## src/rtl/axis_arb_pkg.sv

```systemverilog
// Shared types and constants for the packet-locked AXI-Stream arbiter.
package axis_arb_pkg;

  typedef enum logic [0:0] {
    StIdle,
    StLock
  } arb_state_e;

  localparam int unsigned DefNumStreams    = 2;
  localparam int unsigned DefTimeoutCycles = 256;

  // Width of a binary stream index; never narrower than one bit.
  function automatic int unsigned sel_width(input int unsigned n);
    return (n <= 2) ? 1 : $clog2(n);
  endfunction

endpackage

```

## src/rtl/rr_pick.sv

```systemverilog
// Combinational round-robin picker: first set request at or after ptr_i, with wrap-around.
module rr_pick
  import axis_arb_pkg::*;
#(
  parameter int unsigned N = DefNumStreams,
  parameter int unsigned W = sel_width(N)
) (
  input  logic [N-1:0] req_i,
  input  logic [W-1:0] ptr_i,
  output logic         found_o,
  output logic [W-1:0] idx_o
);

  logic [W:0]   sum;
  logic [W-1:0] cand;

  always_comb begin
    found_o = 1'b0;
    idx_o   = '0;
    sum     = '0;
    cand    = '0;
    for (int unsigned i = 0; i < N; i++) begin
      sum = {1'b0, ptr_i} + (W+1)'(i);
      if (sum >= (W+1)'(N)) begin
        sum = sum - (W+1)'(N);
      end
      cand = sum[W-1:0];
      if (!found_o && req_i[cand]) begin
        found_o = 1'b1;
        idx_o   = cand;
      end
    end
  end

endmodule

```

## src/rtl/axi_stream_arbiter.sv

```systemverilog
// Round-robin, packet-locked AXI-Stream arbiter driving an external stream mux select.
// Optional stall watchdog compiled in with `define AXIS_ARB_TIMEOUT_EN.
module axi_stream_arbiter
  import axis_arb_pkg::*;
#(
  parameter int unsigned NUM_STREAMS    = DefNumStreams,
  parameter int unsigned TIMEOUT_CYCLES = DefTimeoutCycles
) (
  input  logic                   clk,
  input  logic                   rst_n,
  input  logic [NUM_STREAMS-1:0] s_tvalid,
  input  logic [NUM_STREAMS-1:0] s_tlast,
  output logic [NUM_STREAMS-1:0] s_tready,
  output logic                   m_tvalid,
  input  logic                   m_tready,
  output logic [NUM_STREAMS-1:0] select,
  output logic                   grant_active,
  output logic                   timeout
);

  localparam int unsigned SelW = sel_width(NUM_STREAMS);

  if (NUM_STREAMS < 2 || NUM_STREAMS > 16 || TIMEOUT_CYCLES < 2) begin : g_bad_param
    $error("axi_stream_arbiter: parameter out of range");
  end

  arb_state_e      state_q, state_d;
  logic [SelW-1:0] grant_q, grant_d;
  logic [SelW-1:0] rr_ptr_q, rr_ptr_d;
  logic [SelW-1:0] next_ptr;
  logic [SelW-1:0] pick_idx;
  logic            pick_found;
  logic            gnt_valid;
  logic            gnt_last;
  logic            xfer;
  logic            stall_revoke;

  rr_pick #(
    .N(NUM_STREAMS),
    .W(SelW)
  ) u_rr_pick (
    .req_i  (s_tvalid),
    .ptr_i  (rr_ptr_q),
    .found_o(pick_found),
    .idx_o  (pick_idx)
  );

  assign gnt_valid    = s_tvalid[grant_q];
  assign gnt_last     = s_tlast[grant_q];
  assign xfer         = (state_q == StLock) && gnt_valid && m_tready;
  assign next_ptr     = (grant_q == SelW'(NUM_STREAMS - 1)) ? '0 : grant_q + 1'b1;
  assign grant_active = (state_q == StLock);
  assign select       = NUM_STREAMS'(grant_q);

  // Valid/ready are routed combinationally so a locked packet streams at full rate.
  always_comb begin
    s_tready = '0;
    m_tvalid = 1'b0;
    if (state_q == StLock) begin
      m_tvalid          = gnt_valid;
      s_tready[grant_q] = m_tready;
    end
  end

  always_comb begin
    state_d  = state_q;
    grant_d  = grant_q;
    rr_ptr_d = rr_ptr_q;
    unique case (state_q)
      StIdle: begin
        if (pick_found) begin
          grant_d = pick_idx;
          state_d = StLock;
        end
      end
      StLock: begin
        if ((xfer && gnt_last) || stall_revoke) begin
          state_d  = StIdle;
          rr_ptr_d = next_ptr;
        end
      end
      default: state_d = StIdle;
    endcase
  end

  always_ff @(posedge clk) begin
    if (!rst_n) begin
      state_q  <= StIdle;
      grant_q  <= '0;
      rr_ptr_q <= '0;
    end else begin
      state_q  <= state_d;
      grant_q  <= grant_d;
      rr_ptr_q <= rr_ptr_d;
    end
  end

`ifdef AXIS_ARB_TIMEOUT_EN
  localparam int unsigned CntW = $clog2(TIMEOUT_CYCLES + 1);

  logic [CntW-1:0] stall_cnt_q, stall_cnt_d;
  logic            timeout_q;

  // Revoke on the edge that completes the TIMEOUT_CYCLES-th consecutive stalled cycle.
  always_comb begin
    stall_cnt_d  = '0;
    stall_revoke = 1'b0;
    if (state_q == StLock && !gnt_valid) begin
      if (stall_cnt_q == CntW'(TIMEOUT_CYCLES - 1)) begin
        stall_revoke = 1'b1;
      end else begin
        stall_cnt_d = stall_cnt_q + 1'b1;
      end
    end
  end

  always_ff @(posedge clk) begin
    if (!rst_n) begin
      stall_cnt_q <= '0;
      timeout_q   <= 1'b0;
    end else begin
      stall_cnt_q <= stall_cnt_d;
      timeout_q   <= stall_revoke;
    end
  end

  assign timeout = timeout_q;
`else
  assign stall_revoke = 1'b0;
  assign timeout      = 1'b0;
`endif

endmodule

```

## config.mk

```make
export PLATFORM = sky130hd
export DESIGN_NAME = axi_stream_arbiter
export DESIGN_NICKNAME = d
export VERILOG_FILES = /design/src/rtl/axis_arb_pkg.sv /design/src/rtl/rr_pick.sv /design/src/rtl/axi_stream_arbiter.sv
export SDC_FILE = /design/constraint.sdc
export NUM_CORES = 1
export LEC_CHECK = 0
export ABC_AREA = 1
export CORE_AREA = 2 2 39 41
export CTS_CLUSTER_SIZE = 25
export DETAILED_ROUTE_END_ITERATION = 6
export DIE_AREA = 0 0 41 43
export PLACE_DENSITY = 0.41
export SETUP_SLACK_MARGIN = 0.3
export SKIP_LAST_GASP = 1
export SLEW_MARGIN = 40
export SYNTH_ARGS = -nofsm -noshare
export SYNTH_HDL_FRONTEND = slang
export SYNTH_SLANG_ARGS = --single-unit
```

## constraint.sdc

```tcl
create_clock -name clk -period 0.95 [get_ports clk]
set_input_delay 0.285 -clock clk [delete_from_list [all_inputs] [get_ports clk]]
set_output_delay 0.285 -clock clk [all_outputs]
set_load 0.05 [all_outputs]
```

* Word-level counts from Yosys, hierarchy flattened *
Cells that the tools add are included.

storage, ports and cells
  word-level logic and storage cells = 45
  register bits = 3

cells by class
  multiplexer cells = 22
  bitwise operators = 2
  $add $sub $neg = 4
  reduce and logical (&&, ||, !) cells = 8
  order comparisons = 6

operator list
  operator               number
  $mux W1                19
  $lt A1 B2 Y1 const B   3
  $logic_and A1 B1 Y1    5
  $reduce_and A2 Y1      2
  $add A1 B1 Y2 const B  1
  $and A2 B2 Y2          1
  $ge A1 B2 Y1 const B   1
  $ge A2 B2 Y1 const B   1
  $mux W2                1
  $pmux W1 S2            1
  $sub A1 B1 Y1 const B  2
  $add A1 B1 Y1 const B  1
  $demux W1 S1           1
  $ge A1 B1 Y1 const B   1
  $logic_not A1 Y1       1
  $not A1 Y1             1

* Depth between registers and ports, before layout *
  depth after elaboration = 10
  mapped depth = 7
  depth with buffers taken out = 7

* Hierarchy *
A second synthesis with hierarchy kept.

second synthesis, totals
  cell total of the unflattened synthesis = 39
  area, all modules = 229.0 um2

by module, submodules not included
  module              sequential area each (um2)  area an instance (um2)  cells each  instances
  axi_stream_arbiter  60.1                        210.2                   35          1
  rr_pick             0.0                         18.8                    4           1

* Least setup slack after synthesis *
OpenSTA, ideal clock, no wires.

  kind = reg-to-output
  start point = reg state_q (netlist: grant_active)
  end point = out s_tready[0]
  slack = -1257 ps
  path buffers = 0
  stages on the path, launching flop included = 3
  data required time = 665 ps
  arrival = 1922 ps
  cells stage by stage = dfxtp_1 inv_1 nor3_1

on the way
  longest elaborated chain between the ends = 1

RTL lines
  what                    line                      RTL
  start, declared         axi_stream_arbiter.sv:27  arb_state_e state_q, state_d;
  start signal, assigned  axi_stream_arbiter.sv:88  state_q <= StIdle;
  start signal, assigned  axi_stream_arbiter.sv:92  state_q <= state_d;
  $mux W2                 axi_stream_arbiter.sv:59  if (state_q == StLock) begin
  end, declared           axi_stream_arbiter.sv:13  output logic [NUM_STREAMS-1:0] s_tready,

No other way between the ends.

* Worst setup path in the final report *
  start point = reg state_q (netlist: grant_active)
  end point = out s_tready[1]

Same word-level chain as after synthesis.

==> results.py <==
metrics = {
    "grt": {
        "grt.met2_usage_pct": 12.2,
        "grt_max_degree": 5,
        "first_global_vias": 267,
        "grt_overflow": 0,
        "antenna_found_initial": 0,
        "grt_util_met3_pct": 3.14,
        "grt_pass1_wl_microns": 1010,
        "grt.busiest_layer": "met2",
        "grt_use_met1_pct": 10.6,
        "track_usage_pct": 9.04,
    },
    "timing": {
        "max_freq_ghz": 0.707,
        "finalSetupViolations": 8,
        "drv_slew": 0,
        "hold_viol_final": 0,
        "hold_slack_ns": 0.503,
        "min_period_over_period_pct": 149,
        "min_period_ns": 1.41,
        "rsz0062_at_grt": "true",
        "fin_worst_skew_ns": 0.00141,
        "fin_ws_ns": -0.464,
    },
    "synthesis": {
        "synthCells": 36,
        "synth.ff_latch_count": 3,
        "ys_seq_area_share_pct": 26.7,
        "synth_cell_types": 15,
        "syn_avg_cell_area_sq_um": 6.26,
        "yosysWarnings": 0,
        "synthTopCellsByArea": "dfxtp_1 27%, inv_1 15%, buf_4 10%, nand2_1 8.3%, a21oi_1 6.7%",
        "synth_top_area_share_pct": 26.7,
        "syn_area_sq_um": 225,
        "yosysTopAreaCell": "dfxtp_1",
    },
    "finish": {
        "layout_commonest_cell": "buf_4",
        "multi_input_area_sq_um": 156,
        "fill_cells": 145,
        "seqCellArea_sq_um": 67.6,
        "diodes": 0,
        "final_cell_mix": "8 x buf_4, 6 x inv_1, 5 x buf_12, 5 x buf_6",
        "nets": 70,
        "fin_area_sq_um": 581,
        "area_growth_pct": 158,
        "drive_gt1_share_pct": 56.5,
    },
    "floorplanning": {
        "io_pins": 14,
        "die_h_microns": 43,
        "initial_core_util_pct": 16.3,
        "die-area_sq_um": 1760,
        "rows": 14,
        "die_width_microns": 41,
        "core_area_sq_um": 1380,
    },
    "cts": {
        "root_buffer": "clkbuf_4",
        "cts.sinks": 3,
        "cts_tree": "done",
        "clkLatencyLatePin_ns": 0.23,
        "clk_path_buf_depth": 2,
        "cts_buffers": 3,
        "cts_hold_buffers": 0,
        "cts.reportedPaths.clkPinSlew_ns": 0.04,
        "htreeDepth": 1,
    },
    "worst_hold_path": {
        "min_path_type": "register to register",
    },
    "placed_design": {
        "dp_slack_ns": -0.589,
        "place_congestion": 0.686,
        "dp_hpwl_microns": 498,
        "dpl_cell_area_sq_um": 480,
        "port_buffers": 11,
    },
    "setup_path": {
        "crit_path_end_kind": "output port",
        "start_kind": "register",
        "timing.rr.end": "grant_q",
        "worst_r2r_startpoint": "grant_active",
        "rr_worst_depth": 6,
        "crit_path_end": "s_tready[1]",
        "crit_start": "grant_active",
        "worst_ep_required_time_ns": 0.66,
        "critPathArrivalTime_ns": 1.13,
        "rrSetupSlack_ns": -0.23,
        "crit_type": "register to output port",
        "crit_fanout": 4,
    },
    "detailed_routing": {
        "drt_wl_total_microns": 606,
        "drc": 0,
        "drtIter0Drc": 3,
        "viasPerCell": 3.82,
        "dr_total_vias": 298,
        "routedWlPerCell_microns": 7.77,
        "drt_pass1_iterations": 4,
        "postRouteAntennaNets": 0,
    },
    "power_and_ir_drop": {
        "comb_power_share_pct": 45.7,
        "power.density_nw_per_um2": 1150,
        "max-vdd-ir-drop_mv": 0.465,
        "switching_power_uw": 220,
        "clkPwrFrac_pct": 32.7,
        "internal_power_uw": 445,
        "power_uw": 665,
        "p_seq_share_pct": 21.6,
        "cellLeakagePower_nw": 0.276,
        "switching_share_pct": 33.1,
    },
    "status": {
        "outcome": "finished, violations left",
        "failed_checks": "setup timing",
    },
    "job": {
        "drv_cap": 0,
    },
}
[synth_stat cells]
library cell and instances:
o211ai_1 1, nand3_2 1, inv_1 9, nand2_1 5
o21ai_0 1, nand2_2 1, a21oi_2 1, dfxtp_1 3
o21bai_1 1, nand3_1 1, a21oi_1 3, nor3_1 2
nor2_1 3, buf_4 3, conb_1 1
[worst min path at each step]
stage,startpoint,to,slack (ns),cells past startpoint
floorplan,rst_n,rr_ptr_q,0.41,2
global placement,rr_ptr_q,rr_ptr_q,0.49,2
detailed placement,rr_ptr_q,rr_ptr_q,0.49,2
CTS,rr_ptr_q,rr_ptr_q,0.50,2
global route,rr_ptr_q,rr_ptr_q,0.52,2
finish,rr_ptr_q,rr_ptr_q,0.50,2
[critical path, cell delays in order (launching register included)]
cell        delay, ns
dfxtp_4          0.35
clkinvlp_4       0.16
nor3_4           0.23
buf_12           0.16
[kinds of logic after synthesis]
kind of cell	count (synthesis)	synth area share [%]
AOI/OAI and AO/OA	7	19.4
buffers and inverters	12	25.0
DFF	3	26.7
other	1	1.67
and+or+nand+nor	13	27.2
[layer usage]
| metal | vias up | wire length [microns] |
|---|---|---|
| li1 | 159 | - |
| met3 | 2 | 43 |
| met2 | 9 | 315 |
| met4 | 0 | 5 |
| met1 | 128 | 242 |
| met5 | - | 0 |
[per-stage QoR]
| stage | utilization (%) | std cells | TNS, ns |
|---|---|---|---|
| floorplan | - | 37 | -1.77 |
| global placement | 34.7 | 68 | -3.01 |
| detailed placement | 34.7 | 68 | -2.96 |
| CTS | 40.0 | 76 | -2.53 |
| global route | 42.0 | 78 | -2.90 |
| finish | 42.0 | 78 | -2.51 |
[registers in the layout, summed over array words and instances (netlist names)]
register	count
grant_active	1
grant_q	1
rr_ptr_q	1
[power by group through the flow]
stage | Combinational [mW] | Clock, mW | Sequential [mW]
5_1_grt | 0.325 | 0.250 | 0.144
3_5_place_dp | 0.261 | 0 | 0.145
3_3_place_gp | 0.262 | 0 | 0.145
6_report | 0.304 | 0.217 | 0.144
4_1_cts | 0.292 | 0.231 | 0.143
2_1_floorplan | 0.127 | 0 | 0.163
[area by class of cell]
cell class / instances / share of cell area (%)
clock buffer: 4 / 4.53
inverter: 9 / 6.47
multi-input combinational: 22 / 26.9
sequential: 3 / 11.6
tap: 16 / 3.45
timing repair buffer: 24 / 47.0
[timing repair]
| item | in CTS | in global routing |
|---|---|---|
| setup endpoints to repair | 8 | 8 |
| resized for setup | 11 | 4 |
| pin swaps | 7 | 1 |
| buffers inserted | 4 | 2 |
No activity file was read; power rests on OpenSTA's default activity.
